### config.mk
export PLATFORM = sky130hd
export DESIGN_NAME = instr_issue
export DESIGN_NICKNAME = d
export VERILOG_FILES = /design/src/rtl/cpu_pkg.sv /design/src/rtl/instr_fifo.sv /design/src/rtl/instr_issue.sv
export SDC_FILE = /design/constraint.sdc
export NUM_CORES = 1
export LEC_CHECK = 0
export ABC_AREA = 1
export CAP_MARGIN = 20
export CORE_MARGIN = 1.5
export CORE_UTILIZATION = 56
export CTS_CLUSTER_SIZE = 25
export DETAILED_ROUTE_END_ITERATION = 8
export PLACE_DENSITY = 0.84
export SLEW_MARGIN = 20
export SYNTH_ARGS = -nofsm -noshare
export SYNTH_HDL_FRONTEND = slang
export SYNTH_SLANG_ARGS = --single-unit
### constraint.sdc
create_clock -name clk -period 4.7 [get_ports clk]
set_input_delay 1.41 -clock clk [delete_from_list [all_inputs] [get_ports clk]]
set_output_delay 1.41 -clock clk [all_outputs]
set_load 0.1 [all_outputs]
### src/rtl/cpu_pkg.sv
// Shared definitions for the instruction issue path: instruction field
// positions, opcode constants, issue FSM states and immediate helpers.
package cpu_pkg;

  // Instruction field bit positions within the 16-bit word
  localparam int OPC_HI  = 15;
  localparam int OPC_LO  = 13;
  localparam int OP_HI   = 12;
  localparam int OP_LO   = 11;
  localparam int RN_HI   = 10;
  localparam int RN_LO   = 8;
  localparam int RD_HI   = 7;
  localparam int RD_LO   = 5;
  localparam int SH_HI   = 4;
  localparam int SH_LO   = 3;
  localparam int RM_HI   = 2;
  localparam int RM_LO   = 0;
  localparam int IMM8_HI = 7;
  localparam int IMM8_LO = 0;
  localparam int IMM5_HI = 4;
  localparam int IMM5_LO = 0;

  // Opcode constants
  localparam logic [2:0] OPC_MOV = 3'b110;
  localparam logic [2:0] OPC_ALU = 3'b101;

  // Issue FSM states
  typedef enum logic [2:0] {
    S_EMPTY = 3'd0,
    S_READY = 3'd1,
    S_START = 3'd2,
    S_ACK   = 3'd3,
    S_EXEC  = 3'd4
  } issue_state_t;

  // Sign-extend an 8-bit immediate to 16 bits
  function automatic logic [15:0] sext8(input logic [7:0] v);
    return {{8{v[7]}}, v};
  endfunction

  // Sign-extend a 5-bit immediate to 16 bits
  function automatic logic [15:0] sext5(input logic [4:0] v);
    return {{11{v[4]}}, v};
  endfunction

endpackage

### src/rtl/instr_fifo.sv
// Circular-buffer FIFO for instruction words. Pop on empty and push on
// full are ignored; the head is read from storage, so there is no bypass.
module instr_fifo #(
  parameter  int DEPTH = 4,
  parameter  int W     = 16,
  localparam int AW    = $clog2(DEPTH),
  localparam int CW    = $clog2(DEPTH) + 1
) (
  input  logic          clk,
  input  logic          rst,
  input  logic          push,
  input  logic          pop,
  input  logic [W-1:0]  din,
  output logic [W-1:0]  dout,
  output logic          full,
  output logic          empty,
  output logic [CW-1:0] count
);

  logic [W-1:0]  mem_q [DEPTH];
  logic [AW-1:0] wr_ptr_q, wr_ptr_d;
  logic [AW-1:0] rd_ptr_q, rd_ptr_d;
  logic [CW-1:0] count_q, count_d;
  logic          do_push_s;
  logic          do_pop_s;

  assign full      = (count_q == CW'(DEPTH));
  assign empty     = (count_q == CW'(0));
  assign count     = count_q;
  assign dout      = mem_q[rd_ptr_q];
  assign do_push_s = push & ~full;
  assign do_pop_s  = pop & ~empty;

  // Next pointer and occupancy values; pointers wrap since DEPTH is a power of 2
  always_comb begin
    wr_ptr_d = wr_ptr_q;
    rd_ptr_d = rd_ptr_q;
    count_d  = count_q;
    if (do_push_s) begin
      wr_ptr_d = wr_ptr_q + AW'(1);
    end else begin
      wr_ptr_d = wr_ptr_q;
    end
    if (do_pop_s) begin
      rd_ptr_d = rd_ptr_q + AW'(1);
    end else begin
      rd_ptr_d = rd_ptr_q;
    end
    case ({do_push_s, do_pop_s})
      2'b10:   count_d = count_q + CW'(1);
      2'b01:   count_d = count_q - CW'(1);
      default: count_d = count_q;
    endcase
  end

  // Pointer and occupancy registers; reset empties the buffer
  always_ff @(posedge clk) begin
    if (rst) begin
      wr_ptr_q <= AW'(0);
      rd_ptr_q <= AW'(0);
      count_q  <= CW'(0);
    end else begin
      wr_ptr_q <= wr_ptr_d;
      rd_ptr_q <= rd_ptr_d;
      count_q  <= count_d;
    end
  end

  // Storage write; contents need no reset because the pointers define validity
  always_ff @(posedge clk) begin
    if (do_push_s) begin
      mem_q[wr_ptr_q] <= din;
    end
  end

endmodule

### src/rtl/instr_issue.sv
// Instruction issue stage: buffers instructions, holds the active one in
// the IR, decodes its fields and handshakes with the controller through
// start / waiting, re-issuing if the controller never leaves its wait state.
module instr_issue
  import cpu_pkg::*;
#(
  parameter  int DEPTH       = 4,
  parameter  int ACK_TIMEOUT = 4,
  localparam int CW          = $clog2(DEPTH) + 1,
  localparam int TW          = $clog2(ACK_TIMEOUT) + 1
) (
  input  logic          clk,
  input  logic          rst,
  input  logic          in_valid,
  input  logic [15:0]   in_instr,
  output logic          in_ready,
  input  logic          waiting,
  output logic          start,
  output logic [2:0]    opcode,
  output logic [1:0]    ALU_op,
  output logic [1:0]    shift_op,
  output logic [2:0]    rn,
  output logic [2:0]    rd,
  output logic [2:0]    rm,
  output logic [15:0]   sximm8,
  output logic [15:0]   sximm5,
  output logic          ir_valid,
  output logic [CW-1:0] count
);

  issue_state_t  state_q, state_d;
  logic [15:0]   ir_q, ir_d;
  logic          ir_valid_q, ir_valid_d;
  logic [TW-1:0] tmo_q, tmo_d;
  logic          start_q;
  logic          pop_s;
  logic          push_s;
  logic          fifo_full_s;
  logic          fifo_empty_s;
  logic [15:0]   fifo_dout_s;

  assign in_ready = ~fifo_full_s;
  assign push_s   = in_valid & in_ready;

  instr_fifo #(.DEPTH(DEPTH), .W(16)) u_fifo (
    .clk   (clk),
    .rst   (rst),
    .push  (push_s),
    .pop   (pop_s),
    .din   (in_instr),
    .dout  (fifo_dout_s),
    .full  (fifo_full_s),
    .empty (fifo_empty_s),
    .count (count)
  );

  // Next-state logic: IR loads, ir_valid tracking and the acknowledge timeout
  always_comb begin
    state_d    = state_q;
    ir_d       = ir_q;
    ir_valid_d = ir_valid_q;
    tmo_d      = tmo_q;
    pop_s      = 1'b0;
    case (state_q)
      S_EMPTY: begin
        if (!fifo_empty_s) begin
          pop_s      = 1'b1;
          ir_d       = fifo_dout_s;
          ir_valid_d = 1'b1;
          state_d    = S_READY;
        end else begin
          state_d = S_EMPTY;
        end
      end
      S_READY: begin
        if (waiting) begin
          state_d = S_START;
        end else begin
          state_d = S_READY;
        end
      end
      S_START: begin
        tmo_d   = TW'(0);
        state_d = S_ACK;
      end
      S_ACK: begin
        // Counting the start cycle and the re-issue cycle, the retry pulse
        // lands ACK_TIMEOUT + 1 cycles after the original one.
        if (!waiting) begin
          state_d = S_EXEC;
        end else if ((int'(tmo_q) + 2) >= ACK_TIMEOUT) begin
          state_d = S_READY;
        end else begin
          tmo_d = tmo_q + TW'(1);
        end
      end
      S_EXEC: begin
        if (waiting) begin
          if (!fifo_empty_s) begin
            pop_s   = 1'b1;
            ir_d    = fifo_dout_s;
            state_d = S_READY;
          end else begin
            ir_valid_d = 1'b0;
            state_d    = S_EMPTY;
          end
        end else begin
          state_d = S_EXEC;
        end
      end
      default: begin
        state_d = S_EMPTY;
      end
    endcase
  end

  // State, IR, timeout and registered start pulse
  always_ff @(posedge clk) begin
    if (rst) begin
      state_q    <= S_EMPTY;
      ir_q       <= 16'h0000;
      ir_valid_q <= 1'b0;
      tmo_q      <= TW'(0);
      start_q    <= 1'b0;
    end else begin
      state_q    <= state_d;
      ir_q       <= ir_d;
      ir_valid_q <= ir_valid_d;
      tmo_q      <= tmo_d;
      start_q    <= (state_d == S_START);
    end
  end

  assign start    = start_q;
  assign ir_valid = ir_valid_q;
  assign opcode   = ir_q[OPC_HI:OPC_LO];
  assign ALU_op   = ir_q[OP_HI:OP_LO];
  assign shift_op = ir_q[SH_HI:SH_LO];
  assign rn       = ir_q[RN_HI:RN_LO];
  assign rd       = ir_q[RD_HI:RD_LO];
  assign rm       = ir_q[RM_HI:RM_LO];
  assign sximm8   = sext8(ir_q[IMM8_HI:IMM8_LO]);
  assign sximm5   = sext5(ir_q[IMM5_HI:IMM5_LO]);

endmodule
After elaboration in Yosys (flattened, before gate mapping)
Memory sizes are Yosys's and may differ from the RTL's. A register that Yosys moved wholly into a read port is not among the register bits.
Index checks and enable logic that the tools add are counted.
W data, S select, Z words.
{ "word_totals": {"register_bits": 31, "latch_bits": 0, "ramBits": 64, "rom_bits": 0, "out_inout_bits": 54, "mem_count": 1} }
{ "op_classes": {"addsub": 6, "mul": 0, "div": 0, "magnitude_cmp": 1, "n_eq_ne": 13, "shifts": 0, "n_mux": 24, "bitwise_logic": 5, "n_reduce_logical": 8} }
{ "mem_list": {"columns": ["memory", "depth", "width", "read_ports", "rd_ports_with_merged_regs", "write_ports", "line_no", "text"], "rows": [
  ["u_fifo.mem_q", 4, 16, 1, 1, 1, "instr_fifo.sv:20", "logic [W-1:0] mem_q [DEPTH];"]
]} }
{ "op_table": {"columns": ["op", "n"], "rows": [
  ["$mux W16", 2],
  ["$pmux W16 S2", 1],
  ["$mux W3", 5],
  ["$pmux W3 S5", 1],
  ["$pmux W3 S2", 2],
  ["$ne A2 B2 Y1 const B", 5],
  ["$eq A3 B2 Y1 const B", 3],
  ["$mux W1", 8],
  ["$add A3 B1 Y3 const B", 2],
  ["$eq A3 B3 Y1 const B", 2],
  ["$logic_not A3 Y1", 2],
  ["$mux W2", 3],
  ["$reduce_bool A2 Y1", 3],
  ["$add A2 B1 Y2 const B", 2],
  ["$add A3 B2 Y4 const B", 1],
  ["$ge A4 B3 Y1 const B", 1],
  ["$pmux W1 S2", 2],
  ["$reduce_and A4 Y1", 1],
  ["$and A1 B1 Y1", 3],
  ["$eq A3 B1 Y1 const B", 1],
  ["$reduce_and A3 Y1", 1],
  ["$sub A3 B1 Y3 const B", 1],
  ["$eq A2 B1 Y1 const B", 1],
  ["$eq A2 B2 Y1 const B", 1],
  ["2 further kinds", 3]
]} }

Depth between registers and ports, before layout
Gate-level depths: netlist of run 1.
{ "depth": {"depth_word": 7, "mapped_depth": 13, "mapped_depth_nobuf": 12} }

Modules after synthesis
Synthesis of run 1 repeated with hierarchy kept, for this count alone.
{ "unflattened": {"hier_cells": 386, "hier_area_um2": 4126.5} }
{ "by_module_without_submodules": {"columns": ["module", "n_inst", "cells_each", "area_per_inst_um2", "seq_area_each_um2"], "rows": [
  ["instr_fifo", 1, 224, 2849.0, 2102.0],
  ["instr_issue", 1, 162, 1277.5, 480.5]
]} }

Worst setup path after synthesis of run 1
Ideal clock, no wire load.
{ "synth_timing": {"path_kind": "reg2reg", "from": "reg u_fifo.count_q[2] (netlist: u_fifo.count[2])", "to": "reg u_fifo.count_q[2] (netlist: u_fifo.count[2])", "setup_ns": 0.126, "arrival_ns": 3.406, "required_ns": 4.574, "path_slack_ns": 1.168, "stages_incl_launch_ff": 10, "cell_sequence": "dfxtp_1 -> nand3_1 -> nand2_2 -> ha_1 -> inv_1 -> fa_1 -> a21oi_1 -> o21ai_0 -> o21ai_0 -> a21oi_1"} }
{ "synth_between": {"word_cells_on_any_way": 16, "cone_classes": "2 x add/sub; 3 x eq/ne; 4 x mux; 5 x bitwise; 2 x reduce/logical"} }
{ "synth_lines": {"columns": ["item", "line_no", "text"], "rows": [
  ["start, declared", "instr_fifo.sv:23", "logic [CW-1:0] count_q, count_d;"],
  ["start signal, assigned", "instr_fifo.sv:65", "count_q <= count_d;"],
  ["$eq A3 B3 Y1 *", "instr_fifo.sv:27", "assign full = (count_q == CW'(DEPTH));"],
  ["$not A1 Y1 *", "instr_issue.sv:42", "assign in_ready = ~fifo_full_s;"],
  ["net in_ready", "instr_issue.sv:16", "output logic in_ready,"],
  ["$and A1 B1 Y1", "instr_issue.sv:43", "assign push_s = in_valid & in_ready;"],
  ["$and A1 B1 Y1 *", "instr_fifo.sv:31", "assign do_push_s = push & ~full;"],
  ["$eq A2 B1 Y1 / $eq A2 B2 Y1 (equally long branches)", "instr_fifo.sv:49", "case ({do_push_s, do_pop_s})"],
  ["$pmux W3 S2 / $reduce_bool A2 Y1 (equally long branches)", null, null]
]} }
Mark *: on every way through the listed nets, which the timed path passes. The rest lies on a longest branch.
A chain may end at the register's enable or synchronous reset.

Worst setup path in the final report of run 1
{ "layout_timing": {"from": "reg ir_q[4]", "to": "out sximm5[14]"} }
{ "layout_lines": {"columns": ["item", "line_no", "text"], "rows": [
  ["start, declared", "instr_issue.sv:32", "logic [15:0] ir_q, ir_d;"],
  ["start signal, assigned", "instr_issue.sv:127", "ir_q <= ir_d;"],
  ["end, declared", "instr_issue.sv:26", "output logic [15:0] sximm5,"]
]} }
No word-level cell between the ends.

==> results of run 1 <==
==> layout make-up <==
cell class / instances / share of cell area
sequential: 97 / 0.537
multi-input combinational: 221 / 0.221
timing repair buffer: 77 / 0.158
clock buffer: 9 / 0.0257
tap: 96 / 0.0250
inverter: 21 / 0.0174
clock inverter: 7 / 0.0161
==> kinds of logic after synthesis <==
group,synth area share
flops,0.632
simple gates,0.132
buf+inv,0.108
compound gates,0.104
fa+ha+maj,0.0233
==> cells in the final DEF, fill, tap and decap left out <==
| master | n |
|---|---|
| clkinv_4 | 1 |
| ha_1 | 6 |
| buf_4 | 4 |
| nand3_4 | 1 |
| inv_6 | 1 |
| clkdlybuf4s50_1 | 73 |
| nand2_8 | 1 |
| clkbuf_8 | 9 |
| dfxtp_1 | 32 |
| nor2_2 | 3 |
| clkinv_2 | 1 |
| dfxtp_2 | 1 |
| nand2_2 | 1 |
| fa_1 | 1 |
| bufinv_16 | 1 |
| a31oi_1 | 1 |
| inv_1 | 17 |
| nand2_1 | 18 |
| o21ai_2 | 2 |
| inv_2 | 3 |
| inv_8 | 2 |
| nand3_1 | 5 |
| nor2_1 | 101 |
| a21oi_1 | 10 |
| edfxtp_1 | 64 |
| o21ai_0 | 35 |
| nor3_1 | 1 |
| a21boi_0 | 1 |
| o21ai_1 | 34 |
| clkinvlp_4 | 1 |
| clkinv_1 | 1 |
==> synthesized netlist by cell type <==
library cell / count
a21boi_0: 1
clkbuf_1: 1
buf_1: 1
clkbuf_2: 1
nor2_1: 101
o21ai_2: 2
buf_6: 6
a31oi_1: 1
ha_1: 6
inv_6: 1
buf_2: 3
nand2_8: 1
nand2_1: 18
fa_1: 1
inv_2: 3
a21oi_1: 10
o21ai_1: 34
inv_1: 17
nand3_4: 1
buf_8: 1
nor3_1: 1
nand2_2: 1
edfxtp_1: 64
dfxtp_1: 33
nand3_1: 5
o21ai_0: 35
buf_4: 33
nor2_2: 3
==> routing by layer <==
layer,routed length (um),share of wire,GRT usage,up-vias
met5,0,0,0,-
met4,104,0.014,0.0582,0
met3,407,0.054,0.0718,11
met2,3850,0.51,0.368,91
met1,3190,0.42,0.249,1253
li1,-,-,-,1343
==> worst min-delay path, delay by kind of cell, from the launching register on <==
family | cells | cell delay [ns]
flip-flops | 1 | 0.32
buffers and inverters | 1 | 0.05
AO/OA/AOI/OAI | 1 | 0.05
==> flip-flops by register name (all words and copies together), names as in the netlist, named ones only <==
signal and flops:
u_fifo.mem_q 64, state_q 3, u_fifo.rd_ptr_q 2, tmo_q 3, u_fifo.wr_ptr_q 2, u_fifo.count 3, ir_valid 1, ir_q 16
start 1
==> through the flow <==
stage,util,worst slack [ns],hold WS [ns]
finish,0.697,1.15,0.456
global route,0.697,1.04,0.468
floorplan,-,1.17,0.426
detailed placement,0.667,1.05,0.441
CTS,0.696,1.11,0.455
global placement,0.667,1.14,0.440
==> final timing paths <==
check / from / endpoint / slack, ns
setup reg to reg: u_fifo.count[0] / u_fifo.count[2] / 2.56
setup / recovery: ir_q[4] / sximm5[14] / 1.15
hold / removal: tmo_q[2] / tmo_q[2] / 0.46
hold reg to reg: tmo_q[2] / tmo_q[2] / 0.46
==> results_dict.tcl, run 1 <==
set metrics [dict create \
    synthCells 385 \
    ys_types 28 \
    ff_latch_area_um2 2580 \
    coreArea_um2 6910 \
    grt_start_max_net_pins 34 \
    cp.depth 1 \
    worst-endpoint-arrival_ns 2.14 \
    viasPerCell 5.11 \
    final_area_um2 4810 \
    postPlaceCellArea_um2 4610 \
    h-tree-depth 3 \
    fill_cells 541 \
    grt_use_total 0.211 \
    start_util 0.591 \
    ys_warn_count 0 \
    root_buffer "clkbuf_8" \
    fin_nets 454 \
    finalSetupTns_ns 0 \
    fp.dieH_um 88.4 \
    period_share 0.756 \
    startpoint_type "register" \
    maxCapViolCount 0 \
    portBuffers 73 \
    worstMarginPinSlew_ns 1.00 \
    setup_viol 0 \
    route.detailed.drc 0 \
    cts_tree "done" \
    slowest_delay_ns 1.21 \
    cts_setup_buffers 0 \
    skew_ns 0.00893 \
    synthTopCellsByArea "edfxtp_1 (47%), dfxtp_1 (16%), nor2_1 (9.3%)" \
    critical_path_class "register to output pin" \
    max_freq_mhz 281 \
    cts.path.max_buffers 2 \
    seq_area_frac_synth 0.632 \
    grt_pass1_wl_mm 12.1 \
    die_area_um2 7820 \
    cts-resized-gates 0 \
    ant_nets 0 \
    drive_gt1_frac 0.0741 \
    cp-end-kind "output pin" \
    synth.cell_area_um2 4090 \
    run_status "completed" \
    grt_pass1_vias 2533 \
    wirelength_mm 7.55 \
    finalHoldViolCount 0 \
    die_x_um 88.4 \
    synth_top_area_frac 0.470 \
    multi_input_area_um2 1060 \
    cp_max_fo 15 \
    hold_class "register to register" \
    first_pass_iters 4 \
    vias 2698 \
    grt_overflow_total 0 \
    hold_path_depth 2 \
    post-route-min-period_ns 3.55 \
    syn_area_per_cell_um2 10.6 \
    clk_latency_ns 0.38 \
    io_pins 74 \
    postCtsHoldBufs 0 \
    synthesis.nets 412 \
    numCtsBuffers 9 \
    maxSlewViolCount 0 \
    dp_cells 512 \
    antenna_cells 0 \
    path_cells "clkdlybuf4s50_1" \
    antenna_found_initial 0 \
    reg2regPathDepth 11 \
    critical-path-top-delay-family "buffers and inverters" \
    cpMaxStageDelayCell "clkdlybuf4s50_1" \
    clk_pin_slew_ns 0.09 \
    wl_per_cell_um 14.3 \
    crit_buf_inv 1 \
    yosysTopAreaCell "edfxtp_1" \
    synth_seq_cells 97 \
    crit_required_ns 3.29 \
    final_cells 528 \
    slew_headroom 0.331 \
    row_count 30 \
    routabilityCongestion 0.828 \
    rsz0062_at_grt "false" \
    drt-initial-drc-count 233 \
    clock_sinks 97 \
    dpl.hpwl_mm 4.93 \
    area_growth_pct 17.8 \
]
Power of run 1 is left out: the tool's default activity adds up to more than one toggle a clock period on the data nets, which glitch-free logic cannot reach.
==> run 2: changes to the inputs <==
--- a/config.mk
+++ b/config.mk
@@ -8,10 +8,10 @@
 export ABC_AREA = 1
 export CAP_MARGIN = 20
 export CORE_MARGIN = 1.5
-export CORE_UTILIZATION = 56
+export CORE_UTILIZATION = 47
 export CTS_CLUSTER_SIZE = 25
 export DETAILED_ROUTE_END_ITERATION = 8
-export PLACE_DENSITY = 0.84
+export PLACE_DENSITY = 0.76
 export SLEW_MARGIN = 20
 export SYNTH_ARGS = -nofsm -noshare
 export SYNTH_HDL_FRONTEND = slang
==> constraint.sdc (replaced) <==
create_clock -name clk -period 3.05 [get_ports clk]
set_input_delay 0.915 -clock clk [delete_from_list [all_inputs] [get_ports clk]]
set_output_delay 0.915 -clock clk [all_outputs]
set_load 0.1 [all_outputs]
==> run 2 against run 1 <==
Against the previous run: largest cell class unchanged; critical path type is now primary input to register; utilization down 13 points; hold slack improved by 0.0015 ns; critical endpoint is now u_fifo.count[2]; wire length down 1.5%; clock skew about the same.
==> results_dict.tcl, run 2 (synthesis results as in run 1) <==
set metrics [dict create \
    root_buffer "clkbuf_8" \
    finalHoldViolCount 0 \
    clk_latency_ns 0.35 \
    crit_required_ns 3.28 \
    wl_per_cell_um 13.7 \
    slew_headroom 0.627 \
    drt-initial-drc-count 135 \
    path_cells "clkdlybuf4s50_1 -> o21ai_2 -> inv_2 -> nand2_8 -> inv_6 -> ha_1 -> inv_1 -> fa_1 -> a21oi_1 -> o21ai_0 -> o21ai_0 -> a21oi_1" \
    crit_buf_inv 4 \
    hold_class "register to register" \
    fp.dieH_um 96.2 \
    antenna_found_initial 0 \
    cp-end-kind "register" \
    die_x_um 96.2 \
    setup_viol 0 \
    grt_pass1_wl_mm 11.5 \
    cpMaxStageDelayCell "clkdlybuf4s50_1" \
    slowest_delay_ns 0.57 \
    rsz0062_at_grt "false" \
    grt_pass1_vias 2409 \
    critical-path-top-delay-family "buffers and inverters" \
    cts-resized-gates 0 \
    cp_max_fo 4 \
    finalSetupTns_ns 0 \
    routabilityCongestion 0.703 \
    holdCritStartpoint "tmo_q[2]" \
    largest_reg_flops 64 \
    cts_tree "done" \
    cts.path.max_buffers 2 \
    top_regs "u_fifo.mem_q: 64 flops, ir_q: 16 flops" \
    row_count 33 \
    startpoint_type "primary input" \
    grt_start_max_net_pins 33 \
    clock_sinks 97 \
    coreArea_um2 8300 \
    period_share 0.842 \
    route.detailed.drc 0 \
    rr_startpoint "u_fifo.count[0]" \
    cts_setup_buffers 0 \
    fill_cells 700 \
    maxSlewViolCount 0 \
    io_pins 74 \
    worst-endpoint-arrival_ns 2.80 \
    dpl.hpwl_mm 4.69 \
    postPlaceCellArea_um2 4530 \
    portBuffers 73 \
    vias 2692 \
    h-tree-depth 3 \
    grt_overflow_total 0 \
    post-route-min-period_ns 2.57 \
    first_pass_iters 4 \
    skew_ns 0.00876 \
    wirelength_mm 7.44 \
    max_freq_mhz 389 \
    clk_pin_slew_ns 0.09 \
    worstMarginPinSlew_ns 0.560 \
    area_growth_pct 14.7 \
    layout_commonest_cell "nor2_1" \
    final_util 0.565 \
    final_area_um2 4690 \
    postCtsHoldBufs 0 \
    startpoint "waiting" \
    ant_nets 0 \
    run_status "completed" \
    grt_use_total 0.169 \
    fin_nets 459 \
    die_area_um2 9260 \
    viasPerCell 4.97 \
    start_util 0.492 \
    numCtsBuffers 9 \
    top_register "u_fifo.mem_q" \
    antenna_cells 0 \
    drive_gt1_frac 0.204 \
    critical_path_class "primary input to register" \
    maxCapViolCount 0 \
    final_cell_mix "nor2_1 (101), edfxtp_1 (64), buf_4 (63)" \
]
==> run 2: changes by cell type in the layout (fill, tap and decap cells not counted), moves of 2 or more <==
cell             before  now
clkdlybuf4s50_1      73   19
inv_8                 2    0
clkbuf_1              0    4
buf_4                 4   63
==> run 2: worst reg2reg max path, cell delays in order (launching register included) <==
cell,delay (ns)
dfxtp_1,0.33
inv_1,0.21
nand3_2,0.12
nand2_2,0.16
ha_1,0.16
inv_1,0.07
fa_1,0.39
a21oi_1,0.14
o21ai_0,0.11
o21ai_0,0.15
a21oi_1,0.05
==> run 2: final cells by class <==
cell class | instances | area, um2 | area share
Clock buffer | 13 | 139 | 0.0296
Timing Repair Buffer | 82 | 663 | 0.141
Sequential cell | 97 | 2580 | 0.552
Inverter | 21 | 83.8 | 0.0179
Multi-Input combinational cell | 221 | 1070 | 0.227
Clock inverter | 3 | 18.8 | 0.00400
Tap cell | 105 | 131 | 0.0280
==> run 2: metal layers <==
| layer | GRT usage | up-vias | part of all wire |
|---|---|---|---|
| met3 | 0.0427 | 9 | 0.064 |
| met5 | 0 | - | 0 |
| met2 | 0.288 | 84 | 0.50 |
| met4 | 0.0600 | 0 | 0.012 |
| met1 | 0.208 | 1244 | 0.43 |
| li1 | - | 1355 | - |
==> run 2: final timing paths <==
kind | endpoint | slack (ns) | cells after the start
max | u_fifo.count[2] | 0.48 | 12
min | tmo_q[2] | 0.46 | 2
max reg2reg | u_fifo.count[2] | 1.06 | 10
min reg2reg | tmo_q[2] | 0.46 | 2
==> run 2: through the flow <==
stage	instances	setup slack [ns]	hold slack, ns
after global placement	526	0.184	0.437
after CTS	542	0.511	0.460
after global routing	542	0.331	0.503
after floorplan	385	-0.0172	0.426
after detailed placement	526	0.132	0.447
final	542	0.481	0.458
Power of run 2 is left out for the same reason.
==> RTL edit: new RTL, flow settings as in run 2 <==
Re-encode `issue_state_t` (5 states) as one-hot, 5 bits wide.
--- a/src/rtl/cpu_pkg.sv
+++ b/src/rtl/cpu_pkg.sv
@@ -27,8 +27,8 @@
   // Issue FSM states
-  typedef enum logic [2:0] {
-    S_EMPTY = 3'd0,
-    S_READY = 3'd1,
-    S_START = 3'd2,
-    S_ACK   = 3'd3,
-    S_EXEC  = 3'd4
+  typedef enum logic [4:0] {
+    S_EMPTY = 5'b00001,
+    S_READY = 5'b00010,
+    S_START = 5'b00100,
+    S_ACK   = 5'b01000,
+    S_EXEC  = 5'b10000
   } issue_state_t;
Function: same outputs for any inputs over 10 cycles, from zero or initial values and one cycle with rst high; not proved beyond that.
==> RTL edit against run 2 <==
Sequential share of layout area shrank 2.2 points; count of clock-buffer cells in the layout down 3; sequential cell count grew 2; cell area is 5.8% higher; routed wire length up 11%; worst setup slack better by 180 ps; area after synthesis rose by 5.0%; critical path depth fell by 3; synthesized cell count increased by 3.6%; largest cell class unchanged; highest routed layer unchanged.
Power is left out: the tool's default activity adds up to more than one toggle a clock period on the data nets, which glitch-free logic cannot reach.
==> RTL edit: results (changes against run 2) <==
| Metric | Value |
|---|---|
| Worst clock skew | `11.8 ps (+3.03 ps)` |
| Crit path from | `in_valid` |
| Synth Area in Adders | `2.22% (-0.11 points)` |
| Worst r2r path cells | `12 (+2)` |
| Drt initial violations | `143 (+5.9%)` |
| Number of global-route vias before repair | `2646 (+9.8%)` |
| Worst reg2reg setup slack | `740 ps (-320 ps)` |
| Post-synthesis compound-gate area fraction | `11.3% (+0.85 points)` |
| Critical-path top delay cell | `clkdlybuf4s50_1` |
| Vias | `2879 (+6.9%)` |
| Most common library cells after synthesis | `65 x nor2_1, 64 x edfxtp_1, 35 x dfxtp_1` |
| Worst flop-to-flop path startpoint | `state_q[2]` |
| Final GP Congestion | `0.744 (+5.8%)` |
| Main area contributors after synthesis | `edfxtp_1 45%, dfxtp_1 16%, buf_4 5.8%` |
| Syn avg cell area | `10.7 um2 (+1.3%)` |
| Worst Max-Slew Pin Slew | `1030 ps (+473 ps)` |
| GR Util All Layers | `17.1% (+0.22 points)` |
| Largest regs | `u_fifo.mem_q (64), ir_q (16), state_q (5)` |
| CP top delay family | `adder cells` |
| Sequential area share after synthesis | `61.2% (-2.1 points)` |
| First-pass GRT wire length | `12.9 mm (+13%)` |
| Post-DP HPWL | `5.20 mm (+11%)` |
| Largest net degree at the start of global routing | `34 (+3.0%)` |
| MaxCap Viol Count | `0 (unchanged)` |
| Post-synth cell types | `29 (+3.6%)` |
| Worst-path fanout max | `9 (+5)` |
| Routed WL per cell | `14.7 um (+7.4%)` |
| Final nets | `472 (+2.8%)` |
| Worst Hold Launch | `ir_valid` |
| Layout cell share with drive strength beyond 1 | `27.8% (+7.4 points)` |
| Worst Path Arrival | `2640 ps (-160 ps)` |
| Dpl cell area | `0.00477 mm2 (+5.4%)` |
| Worst hold endpoint | `ir_valid` |
| Outcome | `finished clean` |
| XOR/XNOR Fraction of Synth Area | `0.204% (+0.20 points)` |
| Filler cells | `770 (+10%)` |
| Final wirelength | `8.22 mm (+11%)` |
| Crit-path max cell delay | `400 ps (-170 ps)` |
| Syn Nets | `426 (+3.4%)` |
| Cell Count Post-Placement | `542 (+3.0%)` |
==> RTL edit: cell count changes in the layout (fill, tap and decap cells not counted), moves of 3 or more <==
cell and delta:
nand2_2 +18, a21oi_2 +17, nor2_1 -36, nand4_1 +3
o21ai_0 -5, dfxtp_1 +3, nand3_1 +23, clkbuf_1 -3
o21ai_1 -10, clkinv_1 +3
==> RTL edit: worst reg2reg max path, cell delays in order, from the launching register on <==
cell,delay [ps]
dfxtp_1,350
nor2_4,160
nand2_1,80
nor2_2,120
nand2_2,290
nand2_4,170
ha_1,140
inv_1,60
fa_1,380
a21oi_1,140
o21ai_0,110
o21ai_0,150
a21oi_1,50
==> RTL edit: area by class of cell <==
| class | instances | area [um2] | share of cell area (%) |
|---|---|---|---|
| Clock buffer | 10 | 128 | 2.57 |
| Clock inverter | 6 | 56.3 | 1.14 |
| Timing Repair Buffer | 82 | 663 | 13.4 |
| Multi-Input combinational cell | 232 | 1270 | 25.7 |
| Inverter | 21 | 78.8 | 1.59 |
| Tap cell | 108 | 135 | 2.73 |
| Sequential cell | 99 | 2620 | 52.9 |
==> RTL edit: per-stage QoR <==
step	setup slack (ps)	hold slack (ps)
6_report	657	475
5_1_grt	522	494
4_1_cts	663	478
3_5_place_dp	271	463
3_3_place_gp	299	443
2_1_floorplan	38.3	428
==> RTL edit: per-layer routing <==
layer  routed length [um]  global-route usage, %  up-vias  share of wire (%)
met5                    0                      0        -                  0
met4                   74                   6.61        0               0.90
met3                  385                   2.62        6                4.7
met2                 3990                   29.3       80                 48
met1                 3780                   22.0     1372                 46
li1                     -                      -     1421                  -
